===== config.mk =====
export PLATFORM = sky130hd
export DESIGN_NAME = instr_fetch_unit
export DESIGN_NICKNAME = d
export VERILOG_FILES = /design/src/rtl/instr_fetch_unit.sv
export SDC_FILE = /design/constraint.sdc
export NUM_CORES = 1
export LEC_CHECK = 0
export CORE_MARGIN = 4
export CORE_UTILIZATION = 30
export DETAILED_ROUTE_END_ITERATION = 8
export MAX_ROUTING_LAYER = met4
export SLEW_MARGIN = 25
export SYNTH_ARGS = -nofsm -noshare
export SYNTH_HDL_FRONTEND = slang
export SYNTH_SLANG_ARGS = --single-unit

===== constraint.sdc =====
create_clock -name clock -period 3.6 [get_ports clock]
set_input_delay 0.36 -clock clock [delete_from_list [all_inputs] [get_ports clock]]
set_output_delay 0.36 -clock clock [all_outputs]
set_load 0.02 [all_outputs]

===== src/rtl/instr_fetch_unit.sv =====
// Fetch stage: owns the fetch PC, issues word-aligned instruction-memory requests and buffers
// in-order responses for the CPU. Define FETCH_PERF_EN to add fetch/bubble performance counters.
module instr_fetch_unit #(
    parameter int unsigned           ADDR_WIDTH = 32,
    parameter int unsigned           DEPTH      = 4,
    parameter logic [ADDR_WIDTH-1:0] RESET_PC   = '0
) (
    input  logic                  clock,
    input  logic                  reset,
    output logic                  imem_req_valid,
    input  logic                  imem_req_ready,
    output logic [ADDR_WIDTH-1:0] imem_req_addr,
    input  logic                  imem_rsp_valid,
    input  logic [31:0]           imem_rsp_data,
    output logic                  instr_valid,
    input  logic                  instr_ready,
    output logic [31:0]           instruction,
    output logic [ADDR_WIDTH-1:0] instr_pc,
    input  logic                  redirect_valid,
    input  logic [ADDR_WIDTH-1:0] redirect_pc
`ifdef FETCH_PERF_EN
    ,
    output logic [31:0]           fetch_count,
    output logic [31:0]           bubble_count
`endif
);

    localparam int unsigned           PW       = $clog2(DEPTH);
    localparam int unsigned           CW       = $clog2(DEPTH) + 1;
    localparam logic [CW:0]           DepthLim = DEPTH[CW:0];
    localparam logic [ADDR_WIDTH-1:0] Step     = ADDR_WIDTH'(4);

    typedef enum logic [1:0] {StIdle, StFetch, StFlush} state_e;

    state_e                state_q, state_d;
    logic [ADDR_WIDTH-1:0] fetch_pc_q, fetch_pc_d;
    logic [ADDR_WIDTH-1:0] rsp_pc_q, rsp_pc_d;
    logic [CW-1:0]         outstanding_q, outstanding_d;
    logic [CW-1:0]         drop_q, drop_d;
    logic [CW-1:0]         count_q, count_d;
    logic [PW-1:0]         wptr_q, wptr_d;
    logic [PW-1:0]         rptr_q, rptr_d;
    logic                  req_valid_q, req_valid_d;
    logic                  instr_valid_q, instr_valid_d;
    logic [31:0]           q_instr_q [DEPTH];
    logic [ADDR_WIDTH-1:0] q_pc_q    [DEPTH];

    logic                  req_fire;
    logic                  push;
    logic                  pop;
    logic [ADDR_WIDTH-1:0] redirect_tgt;
    logic [CW:0]           credit_used;

    always_comb begin
        req_fire     = req_valid_q & imem_req_ready;
        pop          = instr_valid_q & instr_ready;
        // A response coinciding with a redirect belongs to the old stream and is discarded.
        push         = imem_rsp_valid & (state_q == StFetch) & ~redirect_valid;
        redirect_tgt = redirect_pc & ~ADDR_WIDTH'(3);

        state_d       = state_q;
        fetch_pc_d    = fetch_pc_q;
        rsp_pc_d      = rsp_pc_q;
        drop_d        = drop_q;
        wptr_d        = wptr_q;
        rptr_d        = rptr_q;
        outstanding_d = outstanding_q + CW'(req_fire) - CW'(imem_rsp_valid);
        count_d       = count_q + CW'(push) - CW'(pop);

        if (req_fire) begin
            fetch_pc_d = fetch_pc_q + Step;
        end
        if (push) begin
            rsp_pc_d = rsp_pc_q + Step;
            wptr_d   = wptr_q + 1'b1;
        end
        if (pop) begin
            rptr_d = rptr_q + 1'b1;
        end

        case (state_q)
            StIdle:  state_d = StFetch;
            StFetch: state_d = StFetch;
            StFlush: begin
                if (imem_rsp_valid) begin
                    drop_d = drop_q - 1'b1;
                end
                if (drop_d == '0) begin
                    state_d = StFetch;
                end
            end
            default: state_d = StIdle;
        endcase

        if (redirect_valid) begin
            fetch_pc_d = redirect_tgt;
            rsp_pc_d   = redirect_tgt;
            count_d    = '0;
            wptr_d     = '0;
            rptr_d     = '0;
            // A second redirect while flushing must not forget responses still owed.
            if (state_q != StFlush) begin
                drop_d = outstanding_d;
            end
            state_d = StFlush;
        end

        credit_used   = {1'b0, outstanding_d} + {1'b0, count_d};
        req_valid_d   = (state_d == StFetch) && (credit_used < DepthLim);
        instr_valid_d = (count_d != '0);
    end

    always_ff @(posedge clock or negedge reset) begin
        if (!reset) begin
            state_q       <= StIdle;
            fetch_pc_q    <= RESET_PC;
            rsp_pc_q      <= RESET_PC;
            outstanding_q <= '0;
            drop_q        <= '0;
            count_q       <= '0;
            wptr_q        <= '0;
            rptr_q        <= '0;
            req_valid_q   <= 1'b0;
            instr_valid_q <= 1'b0;
            q_instr_q     <= '{default: '0};
            q_pc_q        <= '{default: '0};
        end else begin
            state_q       <= state_d;
            fetch_pc_q    <= fetch_pc_d;
            rsp_pc_q      <= rsp_pc_d;
            outstanding_q <= outstanding_d;
            drop_q        <= drop_d;
            count_q       <= count_d;
            wptr_q        <= wptr_d;
            rptr_q        <= rptr_d;
            req_valid_q   <= req_valid_d;
            instr_valid_q <= instr_valid_d;
            if (push) begin
                q_instr_q[wptr_q] <= imem_rsp_data;
                q_pc_q[wptr_q]    <= rsp_pc_q;
            end
        end
    end

    assign imem_req_valid = req_valid_q;
    assign imem_req_addr  = fetch_pc_q;
    assign instr_valid    = instr_valid_q;
    assign instruction    = q_instr_q[rptr_q];
    assign instr_pc       = q_pc_q[rptr_q];

`ifdef FETCH_PERF_EN
    logic [31:0] fetch_count_q;
    logic [31:0] bubble_count_q;

    always_ff @(posedge clock or negedge reset) begin
        if (!reset) begin
            fetch_count_q  <= '0;
            bubble_count_q <= '0;
        end else begin
            if (pop) begin
                fetch_count_q <= fetch_count_q + 32'd1;
            end
            if (instr_ready && !instr_valid_q) begin
                bubble_count_q <= bubble_count_q + 32'd1;
            end
        end
    end

    assign fetch_count  = fetch_count_q;
    assign bubble_count = bubble_count_q;
`endif

    // The request credit rule guarantees a free slot for every response.
    no_overflow_a: assert property (@(posedge clock) disable iff (!reset)
        !(push && !pop && (count_q == DepthLim[CW-1:0])));

endmodule


# After elaboration in Yosys (flattened, before gate mapping)
# Cells that the tools add are included.
[word_totals] register_bits=337 inputBits=70 output_inout_bits=98 elab_cells=79
[classes] n_addsub=10 magnitude_cmp=4 n_eq_ne=4 muxes=27 bitwise=7 n_reduce_logical=9
[ops] op="32-bit 2-to-1 mux" n=9
[ops] op="128-bit bitwise mux" n=2
[ops] op="32-bit binary-select mux with 2-bit select" n=2
[ops] op="32-bit by 3-bit adder with 32-bit output (second input constant)" n=2
[ops] op="32-bit demux with 2-bit select" n=1
[ops] op="3-bit 2-to-1 mux" n=6
[ops] op="2-bit 2-to-1 mux" n=6
[ops] op="3-bit by 1-bit adder with 3-bit output" n=2
[ops] op="3-bit >= comparator (second input constant)" n=2
[ops] op="2-bit NOT with 3-bit output" n=2
[ops] op="2-bit nonzero test" n=3
[ops] op="3-bit by 1-bit subtractor with 3-bit output" n=2
[ops] op="2-bit by 1-bit adder with 2-bit output (second input constant)" n=2
[ops] op="3-bit by 3-bit adder with 4-bit output" n=1
[ops] op="1-bit AND" n=4
[ops] op="2-bit by 1-bit equality test with 1-bit output (second input constant)" n=2
[ops] op="4-bit by 3-bit < comparator with 1-bit output (second input constant)" n=1
[ops] op="2-bit one-hot mux with 2 select lines" n=1
[ops] op="3-bit zero test" n=1
[ops] op="3-bit by 1-bit < comparator with 1-bit output (second input constant)" n=1
[ops] op="3-bit nonzero test" n=1
[ops] op="3-bit by 1-bit subtractor with 3-bit output (second input constant)" n=1
[ops] op="2-bit equality test (second input constant)" n=1
[ops] op="1-bit logical AND" n=2
[ops] op="4 further kinds" n=4

# Logic depth before layout (Yosys ltp)
[logic_depth] depth_word=9 depth_mapped=15 ltp_nobuf=14

# Worst setup path after synthesis
# OpenSTA, ideal clock, no wires.
[synth_timing] kind="input to register" start="input port imem_rsp_valid" end="register req_valid_q (netlist: imem_req_valid)" setup_ns=0.086 t_arrival_ns=2.582 required_ns=3.514 setup_slack_ns=0.932 stages=15 path_buffers=1 path_cell_list="buf_2 > nand3b_1 > nor2_1 > inv_1 > ha_1 > inv_1 > ha_1 > inv_1 > fa_1 > xnor2_1 > nor2_1 > ha_1 > nor3_1 > nand2_1 > nor3_1"
[synth_between] elab_chain_cells=8 word_cells_on_any_way=16 classes_between="add/sub: 4; order compare: 1; eq/ne: 1; mux: 6; bitwise: 2; reduce/logical: 2"
[synth_lines] item="from (decl)" line_no="13" text="input logic imem_rsp_valid,"
[synth_lines] item="1-bit AND (2 in a row)" line_no="58" text="push = imem_rsp_valid & (state_q == StFetch) & ~redirect_valid;"
[synth_lines] item="3-bit by 1-bit adder with 3-bit output" line_no="68" text="count_d = count_q + CW'(push) - CW'(pop);"
[synth_lines] item="3-bit by 1-bit subtractor with 3-bit output" line_no="68"
[synth_lines] item="3-bit 2-to-1 mux" line_no="95" text="if (redirect_valid) begin"
[synth_lines] item="net count_d[2]" line_no="40" text="logic [CW-1:0] count_q, count_d;"
[synth_lines] item="3-bit by 3-bit adder with 4-bit output" line_no="108" text="credit_used = {1'b0, outstanding_d} + {1'b0, count_d};"
[synth_lines] item="4-bit by 3-bit < comparator with 1-bit output" line_no="109" text="req_valid_d = (state_d == StFetch) && (credit_used < DepthLim);"
[synth_lines] item="1-bit logical AND" line_no="109"
[synth_lines] item="net req_valid_d" line_no="43" text="logic req_valid_q, req_valid_d;"
[synth_lines] item="to (signal assigned)" line_no="136" text="req_valid_q <= req_valid_d;"
[synth_lines] item="to (decl)" line_no="43"
# The timed path passes the listed nets, and every way through them passes these cells. The select of a mux whose other input is x is not followed.
# A chain may end at the register's enable or synchronous reset.

# Final worst setup path
[layout_timing] start="register rptr_q[0]" end="output port instruction[22]"
[layout_between] elab_chain_cells=4
[layout_lines] item="from (decl)" line_no="42" text="logic [PW-1:0] rptr_q, rptr_d;"
[layout_lines] item="from (signal assigned)" line_no="135" text="rptr_q <= rptr_d;"
[layout_lines] item="2-bit NOT with 3-bit output (implied by the code)" line_no="148" text="assign instruction = q_instr_q[rptr_q];"
[layout_lines] item="32-bit binary-select mux with 2-bit select" line_no="148"
[layout_lines] item="32-bit 2-to-1 mux (implied by the code) (2 in a row)" line_no="148"
[layout_lines] item="to (decl)" line_no="17" text="output logic [31:0] instruction,"
# No other way between the ends. The select of a mux whose other input is x is not followed.

==> impl_metrics.yaml <==
outcome:
  status: "complete, no violations"
cells_and_area:
  layout-drive-gt1-share: 0.337
  nNetsFinal: 1339
  regArea_mm2: 0.00814
  instances_no_fill: 1955
  fillers: 4694
  area_delta_synth_final_pct: 24.7
  multi_input_area_mm2: 0.00669
  n_antenna_cell: 0
sta:
  fin_crit_sh: 0.874
  maxSlewHeadroom: 0.353
  rsz0062_at_grt: "false"
  final-hold-violation-count: 0
  tightest_slew_ps: 961
  tns_ps: 0
  setup_viol: 0
  drv_slew: 0
  finalClockSkew_ps: 15.6
  period_needed_ps: 3150
  fmax_ghz: 0.318
floorplan:
  num_rows: 82
  core_mm2: 0.0502
  die_h_um: 233
  ios: 168
  initial_core_util: 0.303
  dieArea_mm2: 0.0543
  dieWidth_um: 233
place:
  place_inst: 1885
  gp_congestion: 0.814
  io_buffers: 161
  hpwl_um: 25000
logic_synthesis:
  yosysMostFrequentCell: "dfrtp_1"
  synth_area_per_cell_um2: 13.8
  yosys.area.top_type: "dfrtp_1"
  ys_ff_latch: 325
  synth_commonest_cells: "dfrtp_1 (325), mux2_2 (266), mux4_2 (62), clkbuf_1 (58), nand2_1 (38)"
  yosysSeqAreaShare: 0.535
  postSynthCellCount: 1105
  synth_async_sr_flop_share: 1.00
  synthTopCellsByArea: "dfrtp_1 (53%), mux2_2 (20%), mux4_2 (9.2%)"
  syn-cell-area_mm2: 0.0152
  synth_edf_count: 0
  ys_types: 56
  ys.flop_type: "dfrtp_1"
  synth_top_area_frac: 0.535
  yosysWarningCount: 0
clock_tree:
  cts_setup_buffers: 0
  cts_tree: "yes"
  cts_sinks: 325
  path_clk_slew_ps: 60
  cts_buffer_depth: 3
  cts_buffers: 38
  htree_levels: 2
  root_buffer: "clkbuf_16"
  clk-insertion-delay-late_ps: 550
route:
  first_pass_iters: 5
  ant_nets: 0
  highest_layer: "met4"
  finalWirelength_um: 37300
  wl_per_cell_um: 19.1
  drt-met1-wl_um: 17000
  via_per_inst: 5.02
  drtIter0Drc: 438
  route.detailed.drc: 0
  dr_total_vias: 9811
  route.met2.wl_um: 17600
  wl_met3_um: 1940
worst_hold_path:
  min_path_type: "input port to async pin"
setup_path:
  critPathKind: "flop to primary output"
  arrival_ps: 2790
  slowest_stage: "dfrtp_4"
  crit_start: "rptr_q[0]"
  r2r_start: "state_q[1]"
  worstPathRequired_ps: 3240
  startpoint_type: "flop"
  cp_cell_sequence: "buf_4 -> mux4_2 -> clkdlybuf4s50_1"
  setup.worst_path.end_class: "primary output"
  cp_max_fo: 24
  cp_slowest_stage_delay_ps: 750
grt:
  antenna_found_initial: 0
  overflow: 0
  grt_util_all_layers: 0.142
  grt_pass1_wl_um: 59800
  grt_pass1_vias: 10582
  grt_max_degree: 97
flow_run:
  cap_violations: 0
power_and_ir_drop:
  p_per_area_mw_per_mm2: 600
  total_power_mw: 11.4
  ir_worst_vdd_mv: 0.333
  p_leak_nw: 8.42
## critical path: cells and delay by family (launching register included)
kind	cells	cell delay (ps)
buf+inv	2	920
flops	1	750
mux	1	550
## flip-flops by register name (all words and copies together) (netlist names)
signal / flops
q_pc_q: 120
imem_req_valid: 1
rsp_pc_q: 30
imem_req_addr: 30
outstanding_q: 3
drop_q: 3
q_instr_q: 128
instr_valid: 1
wptr_q: 2
state_q: 2
rptr_q: 2
count_q: 3
## logic make-up after synthesis
group,after synthesis,synth area share
multiplexers,330,0.290
flip-flops,325,0.535
AND/OR/NAND/NOR,223,0.0811
buffers and inverters,98,0.0265
AO/OA/AOI/OAI,85,0.0376
XOR/XNOR,28,0.0161
adder cells (fa/ha/maj),15,0.0133
other,1,0.000247
## final cells by class
class	count	area share
clock buffer	52	0.0577
sequential	325	0.429
timing repair buffer	187	0.103
clock inverter	17	0.00996
inverter	17	0.00337
tap	672	0.0443
multi-input combinational	685	0.353
## layout by cell type, fill, tap and decap left out, types with 11 or more instances in the layout
cell type	Yosys	final
a211oi_1	16	16
a31oi_1	20	20
and4_1	11	11
buf_12	0	11
buf_4	4	14
clkbuf_16	0	39
clkdlybuf4s50_1	0	159
dfrtp_1	325	323
ha_1	13	13
inv_1	16	16
mux2_2	266	266
mux4_2	62	62
nand2_1	38	34
nand3_1	25	25
nand4_1	17	17
nor2_1	36	36
nor3_1	19	19
nor4_1	22	22
o21ai_0	13	13
o31ai_1	12	12
or4_1	11	11
xnor2_1	19	19
## power by group
part | total, mW | internal (mW) | leakage [nW] | switching (mW)
logic | 2.96 | 1.57 | 3.45 | 1.39
clock network | 3.90 | 2.36 | 0.639 | 1.54
registers | 4.51 | 4.10 | 4.33 | 0.406
## metrics by stage
step / utilization / hold WS [ps] / worst slack, ps / instance area, um2
6_report: 0.378 / 423 / 453 / 19000
5_1_grt: 0.378 / 435 / 260 / 19000
4_1_cts: 0.378 / 390 / 317 / 19000
3_5_place_dp: 0.352 / 430 / 418 / 17700
3_3_place_gp: 0.352 / 426 / 460 / 17700
2_1_floorplan: - / 64.4 / 932 / 15200
## per-layer routing
metal / up-vias / GRT usage
li1: 4430 / -
met1: 5081 / 0.191
met2: 250 / 0.225
met3: 50 / 0.0267
met4: 0 / 0.0346
met5: - / -
## final timing paths
check	end	slack, ps	cells after the start
max	instruction[22]	450	3
min	q_instr_q[66]	420	2
max reg2reg	imem_req_valid	830	14
min reg2reg	q_instr_q[60]	490	1
max in group asynchronous	q_instr_q[81]	2220	3
min in group clock	rptr_q[1]	430	3
## timing repair
action | CTS | global route
hold buffers | 1 | 0
hold endpoints to repair | 89 | 0
resized for setup | 0 | 0
setup endpoints to repair | 0 | 0
No activity file was read; power rests on OpenSTA's default activity.
